==> config.mk <==
export PLATFORM = sky130hd
export DESIGN_NAME = pipeline_host_ctrl
export DESIGN_NICKNAME = d
export VERILOG_FILES = /design/src/rtl/pipeline_host_ctrl.sv
export SDC_FILE = /design/constraint.sdc
export NUM_CORES = 1
export LEC_CHECK = 0
export CORE_ASPECT_RATIO = 1.75
export CORE_MARGIN = 4
export CORE_UTILIZATION = 49
export CTS_CLUSTER_SIZE = 30
export DETAILED_ROUTE_END_ITERATION = 6
export PLACE_DENSITY = 0.94
export SLEW_MARGIN = 20
export SYNTH_ARGS = -nofsm -noshare
export SYNTH_HDL_FRONTEND = slang
export SYNTH_SLANG_ARGS = --single-unit
==> constraint.sdc <==
create_clock -name clk -period 4.2 [get_ports clk]
set_input_delay 1.05 -clock clk [delete_from_list [all_inputs] [get_ports clk]]
set_output_delay 1.05 -clock clk [all_outputs]
set_load 0.01 [all_outputs]
==> src/rtl/pipeline_host_ctrl.sv <==
// Host register front end for the 5-stage pipeline: run/step/PC-reset control,
// I-mem programming strobe and a sequenced D-mem Port B write/readback. Optional PIPE_HOST_AUTOINC_EN.
module pipeline_host_ctrl (
    input  logic        clk,
    input  logic        reset,
    input  logic        host_wr,
    input  logic        host_rd,
    input  logic [3:0]  host_addr,
    input  logic [31:0] host_wdata,
    output logic [31:0] host_rdata,
    output logic        host_ack,
    output logic        run,
    output logic        step,
    output logic        pc_reset_pulse,
    output logic        imem_prog_we,
    output logic [8:0]  imem_prog_addr,
    output logic [31:0] imem_prog_wdata,
    output logic        dmem_prog_en,
    output logic        dmem_prog_we,
    output logic [7:0]  dmem_prog_addr,
    output logic [63:0] dmem_prog_wdata,
    input  logic [63:0] dmem_prog_rdata,
    input  logic [8:0]  pc_dbg,
    input  logic [31:0] if_instr_dbg
);
    typedef enum logic [1:0] {S_IDLE, S_WR, S_RD_ISSUE, S_RD_WAIT} dstate_t;
    dstate_t state_q, state_d;

    logic        ack_q, run_q, step_q, pcr_q, err_q, imem_we_q;
    logic [31:0] rdata_q, imem_wdata_q, rd_mux;
    logic [8:0]  imem_addr_q;
    logic [7:0]  dmem_addr_q;
    logic [63:0] dmem_wdata_q, dmem_rdata_q;
    logic        en_c, we_c;

    // A simultaneous write and read is a write only.
    logic wr, rd, busy, cmd_wr, go_w, go_r, cmd_err, imem_go, imem_err;
    assign wr       = host_wr;
    assign rd       = host_rd & ~host_wr;
    assign busy     = (state_q != S_IDLE);
    assign cmd_wr   = wr && (host_addr == 4'h7);
    assign go_w     = cmd_wr && !busy && (host_wdata[1:0] == 2'b01);
    assign go_r     = cmd_wr && !busy && (host_wdata[1:0] == 2'b10);
    assign cmd_err  = cmd_wr && (busy || (host_wdata[1:0] == 2'b11));
    assign imem_go  = wr && (host_addr == 4'h3) && !run_q;
    assign imem_err = wr && (host_addr == 4'h3) && run_q;

    always_ff @(posedge clk) begin
        if (reset) state_q <= S_IDLE;
        else       state_q <= state_d;
    end

    always_comb begin
        state_d = state_q;
        en_c    = 1'b0;
        we_c    = 1'b0;
        case (state_q)
            S_IDLE: begin
                if (go_w)      state_d = S_WR;
                else if (go_r) state_d = S_RD_ISSUE;
            end
            S_WR: begin
                en_c    = 1'b1;
                we_c    = 1'b1;
                state_d = S_IDLE;
            end
            S_RD_ISSUE: begin
                en_c    = 1'b1;
                state_d = S_RD_WAIT;
            end
            default: state_d = S_IDLE;
        endcase
    end

    always_comb begin
        rd_mux = 32'h0;
        case (host_addr)
            4'h0: rd_mux = {31'h0, run_q};
            4'h1: rd_mux = {29'h0, run_q, err_q, busy};
            4'h2: rd_mux = {23'h0, imem_addr_q};
            4'h4: rd_mux = {24'h0, dmem_addr_q};
            4'h5: rd_mux = dmem_wdata_q[31:0];
            4'h6: rd_mux = dmem_wdata_q[63:32];
            4'h8: rd_mux = dmem_rdata_q[31:0];
            4'h9: rd_mux = dmem_rdata_q[63:32];
            4'hA: rd_mux = {23'h0, pc_dbg};
            4'hB: rd_mux = if_instr_dbg;
            default: rd_mux = 32'h0;
        endcase
    end

    always_ff @(posedge clk) begin
        if (reset) begin
            ack_q        <= 1'b0;
            rdata_q      <= 32'h0;
            run_q        <= 1'b0;
            step_q       <= 1'b0;
            pcr_q        <= 1'b0;
            err_q        <= 1'b0;
            imem_we_q    <= 1'b0;
            imem_addr_q  <= 9'h0;
            imem_wdata_q <= 32'h0;
            dmem_addr_q  <= 8'h0;
            dmem_wdata_q <= 64'h0;
            dmem_rdata_q <= 64'h0;
        end else begin
            ack_q     <= host_wr | host_rd;
            rdata_q   <= rd ? rd_mux : 32'h0;
            step_q    <= 1'b0;
            pcr_q     <= 1'b0;
            imem_we_q <= imem_go;
            if (imem_go) imem_wdata_q <= host_wdata;
            if (state_q == S_RD_WAIT) dmem_rdata_q <= dmem_prog_rdata;
`ifdef PIPE_HOST_AUTOINC_EN
            // Increment after the strobe/access cycle; a host write below takes priority.
            if (imem_we_q) imem_addr_q <= imem_addr_q + 9'd1;
            if (state_q == S_WR || state_q == S_RD_WAIT) dmem_addr_q <= dmem_addr_q + 8'd1;
`endif
            if (imem_err || cmd_err) err_q <= 1'b1;
            if (wr) begin
                case (host_addr)
                    4'h0: begin
                        run_q  <= host_wdata[0];
                        step_q <= host_wdata[1];
                        pcr_q  <= host_wdata[2];
                        if (host_wdata[3]) err_q <= 1'b0;
                    end
                    4'h2: imem_addr_q <= host_wdata[8:0];
                    4'h4: dmem_addr_q <= host_wdata[7:0];
                    4'h5: dmem_wdata_q[31:0]  <= host_wdata;
                    4'h6: dmem_wdata_q[63:32] <= host_wdata;
                    default: ;
                endcase
            end
        end
    end

    assign host_ack        = ack_q;
    assign host_rdata      = rdata_q;
    assign run             = run_q;
    assign step            = step_q;
    assign pc_reset_pulse  = pcr_q;
    assign imem_prog_we    = imem_we_q;
    assign imem_prog_addr  = imem_addr_q;
    assign imem_prog_wdata = imem_wdata_q;
    assign dmem_prog_en    = en_c;
    assign dmem_prog_we    = we_c;
    assign dmem_prog_addr  = dmem_addr_q;
    assign dmem_prog_wdata = dmem_wdata_q;
endmodule
==> impl_metrics.ini <==
[status]
status = finished, violations left
violations = DRC

[synth]
synth_seq_cells = 217
yosys_warnings = 0
ys.flop_type = dfxtp_1
avgSynthCellArea_sq_um = 8.76
syn_nets = 1116
synthArstFlopShare_pct = 0
synth_commonest_cells = nand2_1 (230), dfxtp_1 (217), a21oi_1 (128)
synth_cell_types = 45
syn_area_sq_mm = 0.00847
synth.most_common_cell = nand2_1
yosys.area.top_type = dfxtp_1
syn_inst = 967
synth_area_leaders = dfxtp_1 (51%), nand2_1 (10%), mux2i_1 (7.8%)
yosysTopAreaCellShare_pct = 51.3
synth_edf_count = 0
yosysSeqAreaShare_pct = 51.3

[cells_and_area]
nets = 1377
area_growth_syn_to_layout_pct = 45.5
drive_above_1_share_pct = 5.64
final_cells = 1469
regArea_sq_mm = 0.00434
fin_util_pct = 72.7
multi_input_area_sq_mm = 0.00380
fillers = 1223

[cts]
htreeDepth = 1
cts.clk_slew.worst_paths_ns = 0.06
cts.sinks = 217
cts_tree = built
clk_latency_ns = 0.49
post_cts_resized = 0
cts-root-buf = clkbuf_16
cts_buffer_depth = 3
ctsHoldBuffers = 0
cts_buffers = 20
postCtsSetupBuffers = 0

[global_route]
grt_usage_pct = 30.9
grt_max_degree = 186
gr-total-overflow = 0
grt_pass1_wl_um = 47600
antenna_found_initial = 1
grt_pass1_vias = 8776

[power]
power.switching_uw = 1060
p_per_area_mw_per_mm2 = 370
p_seq_share_pct = 47.3
finalPower_uw = 4560
power_frac_comb_pct = 11.6
swShare_pct = 23.4
power.leakage_uw = 0.00407
clockPowerShare_pct = 41.1
ir_drop_mv = 0.377
p_int_uw = 3490

[floorplanning]
die_h_um = 182
initial_utilization_pct = 50.0
coreArea_sq_mm = 0.0169
dieArea_sq_mm = 0.0195
rows = 63
ios = 297
die_width_um = 107

[hold_path]
min-delay-start = imem_prog_wdata[10]$_SDFFE_PP0P_
min_to = imem_prog_wdata[10]$_SDFFE_PP0P_
hold_depth = 2
hp-class = reg -> reg

[worst_setup_path]
crit_path_top_delay_cell = clkdlybuf4s50_1
r2r_setup_slack_ns = 1.90
path_class = reg -> out
worst-r2r-cell-count = 4
worst_ep_required_time_ns = 3.15
r2r_end = dmem_rdata_q[14]$_SDFFE_PP0N_
crit_fanout = 4
path_buf_inv = 2
worstPathCellList = inv_1 > ha_1 > clkdlybuf4s50_1
critPathTopFamily = buffers and inverters
end_kind = output port
reg2reg_from = state_q[0]$_SDFFE_PP0P_
cpPeakStageDelay_ns = 0.53
cp-start-kind = register
arrival_ns = 1.82

[timing]
max_slew_margin_pct = 28.6
max_freq_mhz = 349
setup_viol = 0
worst_pin_slew_ns = 1.07
hold_slack_ns = 0.458
skew_ns = 0.00591
report.final.slew_viol_count = 0
fin_crit_sh_pct = 68.2
grt_setup_unrepaired = false
layout_min_cycle_time_ns = 2.87
fin_setup_tns_ns = 0
hold_violations = 0

[drt]
ant_nets = 0
drt_first_iter_violations = 565
drt_drc_violations_left = 1
drt-pass1-iter-count = 7
routed_wl_um = 31200
vias = 8605
wire_per_inst_um = 21.2
vias_per_cell = 5.86

[place]
gp_congestion = 0.938
port-buffer-count = 296
hpwl_um = 21700
dp_cells = 1433

[job]
drv_cap = 0
==> registers in the layout, summed over array words and instances (netlist names) <==
signal	cells
dmem_prog_addr	8
dmem_prog_wdata	64
dmem_rdata_q	64
err_q	1
host_ack	1
host_rdata	32
imem_prog_addr	9
imem_prog_wdata	32
imem_prog_we	1
pc_reset_pulse	1
run	1
state_q	2
step	1
==> how the worst max path moves through the flow <==
stage,endpoint,cells after the start,slack [ns],from
detailed placement,dmem_prog_addr[4]$_SDFFE_PP0P_,6,0.89,host_addr[2]
CTS,dmem_prog_en,3,1.31,state_q[0]$_SDFFE_PP0P_
global placement,dmem_prog_addr[3]$_SDFFE_PP0P_,6,0.95,host_addr[2]
finish,dmem_prog_en,3,1.33,state_q[0]$_SDFFE_PP0P_
floorplan,imem_prog_wdata[13]$_SDFFE_PP0P_,7,1.79,host_wr
global route,dmem_prog_addr[4]$_SDFFE_PP0P_,6,1.20,host_addr[2]
==> worst reg2reg max path: stages, from the launching register on <==
cell and delay, ns:
dfxtp_1 0.42, ha_4 0.81, buf_4 0.51, mux2i_1 0.31, nor2_1 0.09
==> area by class of cell <==
class / count / share of cell area (%)
Sequential cell: 217 / 35.2
Multi-Input combinational cell: 662 / 30.8
Inverter: 4 / 0.122
Tap cell: 227 / 2.30
Clock inverter: 5 / 0.609
Timing Repair Buffer: 323 / 26.0
Clock buffer: 30 / 4.86
Antenna cell: 1 / 0.0203
==> layer usage <==
layer	part of all wire, %	vias to the layer above	global-route usage, %	wire length (um)
met1	34	4059	33.0	10500
met4	6.7	0	20.1	2100
met2	52	523	55.0	16200
met3	7.7	136	4.98	2410
met5	0	-	0	0
li1	-	3887	-	-
==> power by group through the flow <==
| stage | logic [uW] | registers [uW] | clock network [uW] |
|---|---|---|---|
| floorplan | 240 | 2190 | 0 |
| global route | 566 | 2160 | 1980 |
| finish | 528 | 2160 | 1880 |
| detailed placement | 521 | 2200 | 0 |
| CTS | 526 | 2150 | 1890 |
| global placement | 510 | 2200 | 0 |
==> stage by stage <==
stage,worst slack [ns],cell area [sq um]
floorplan,1.79,8470
detailed placement,0.895,11600
CTS,1.31,12300
finish,1.33,12300
global route,1.20,12300
global placement,0.951,11600
==> cell usage in the layout (no fill, tap or decap), drive strengths merged, types with 3 or more instances in the layout <==
cell type	instances
a221oi	7
buf	28
a21oi	128
a22o	5
clkbuf	30
nor3	3
a22oi	46
nor4b	4
nand2	230
clkdlybuf4s50	295
nor3b	3
mux2i	66
and3	3
nand4b	4
nand3b	4
ha	4
clkinv	3
nand3	18
inv	4
nor2	75
a222oi	17
a21o	3
o21ai	3
a31oi	21
dfxtp	217
==> logic make-up after synthesis <==
group / share of synthesized area, %
mux: 7.80
simple gates: 18.3
fa+ha+maj: 0.591
compound gates: 17.2
xor+xnor: 0.103
buf+inv: 4.71
flops: 51.3
No activity file was read; power rests on OpenSTA's default activity.
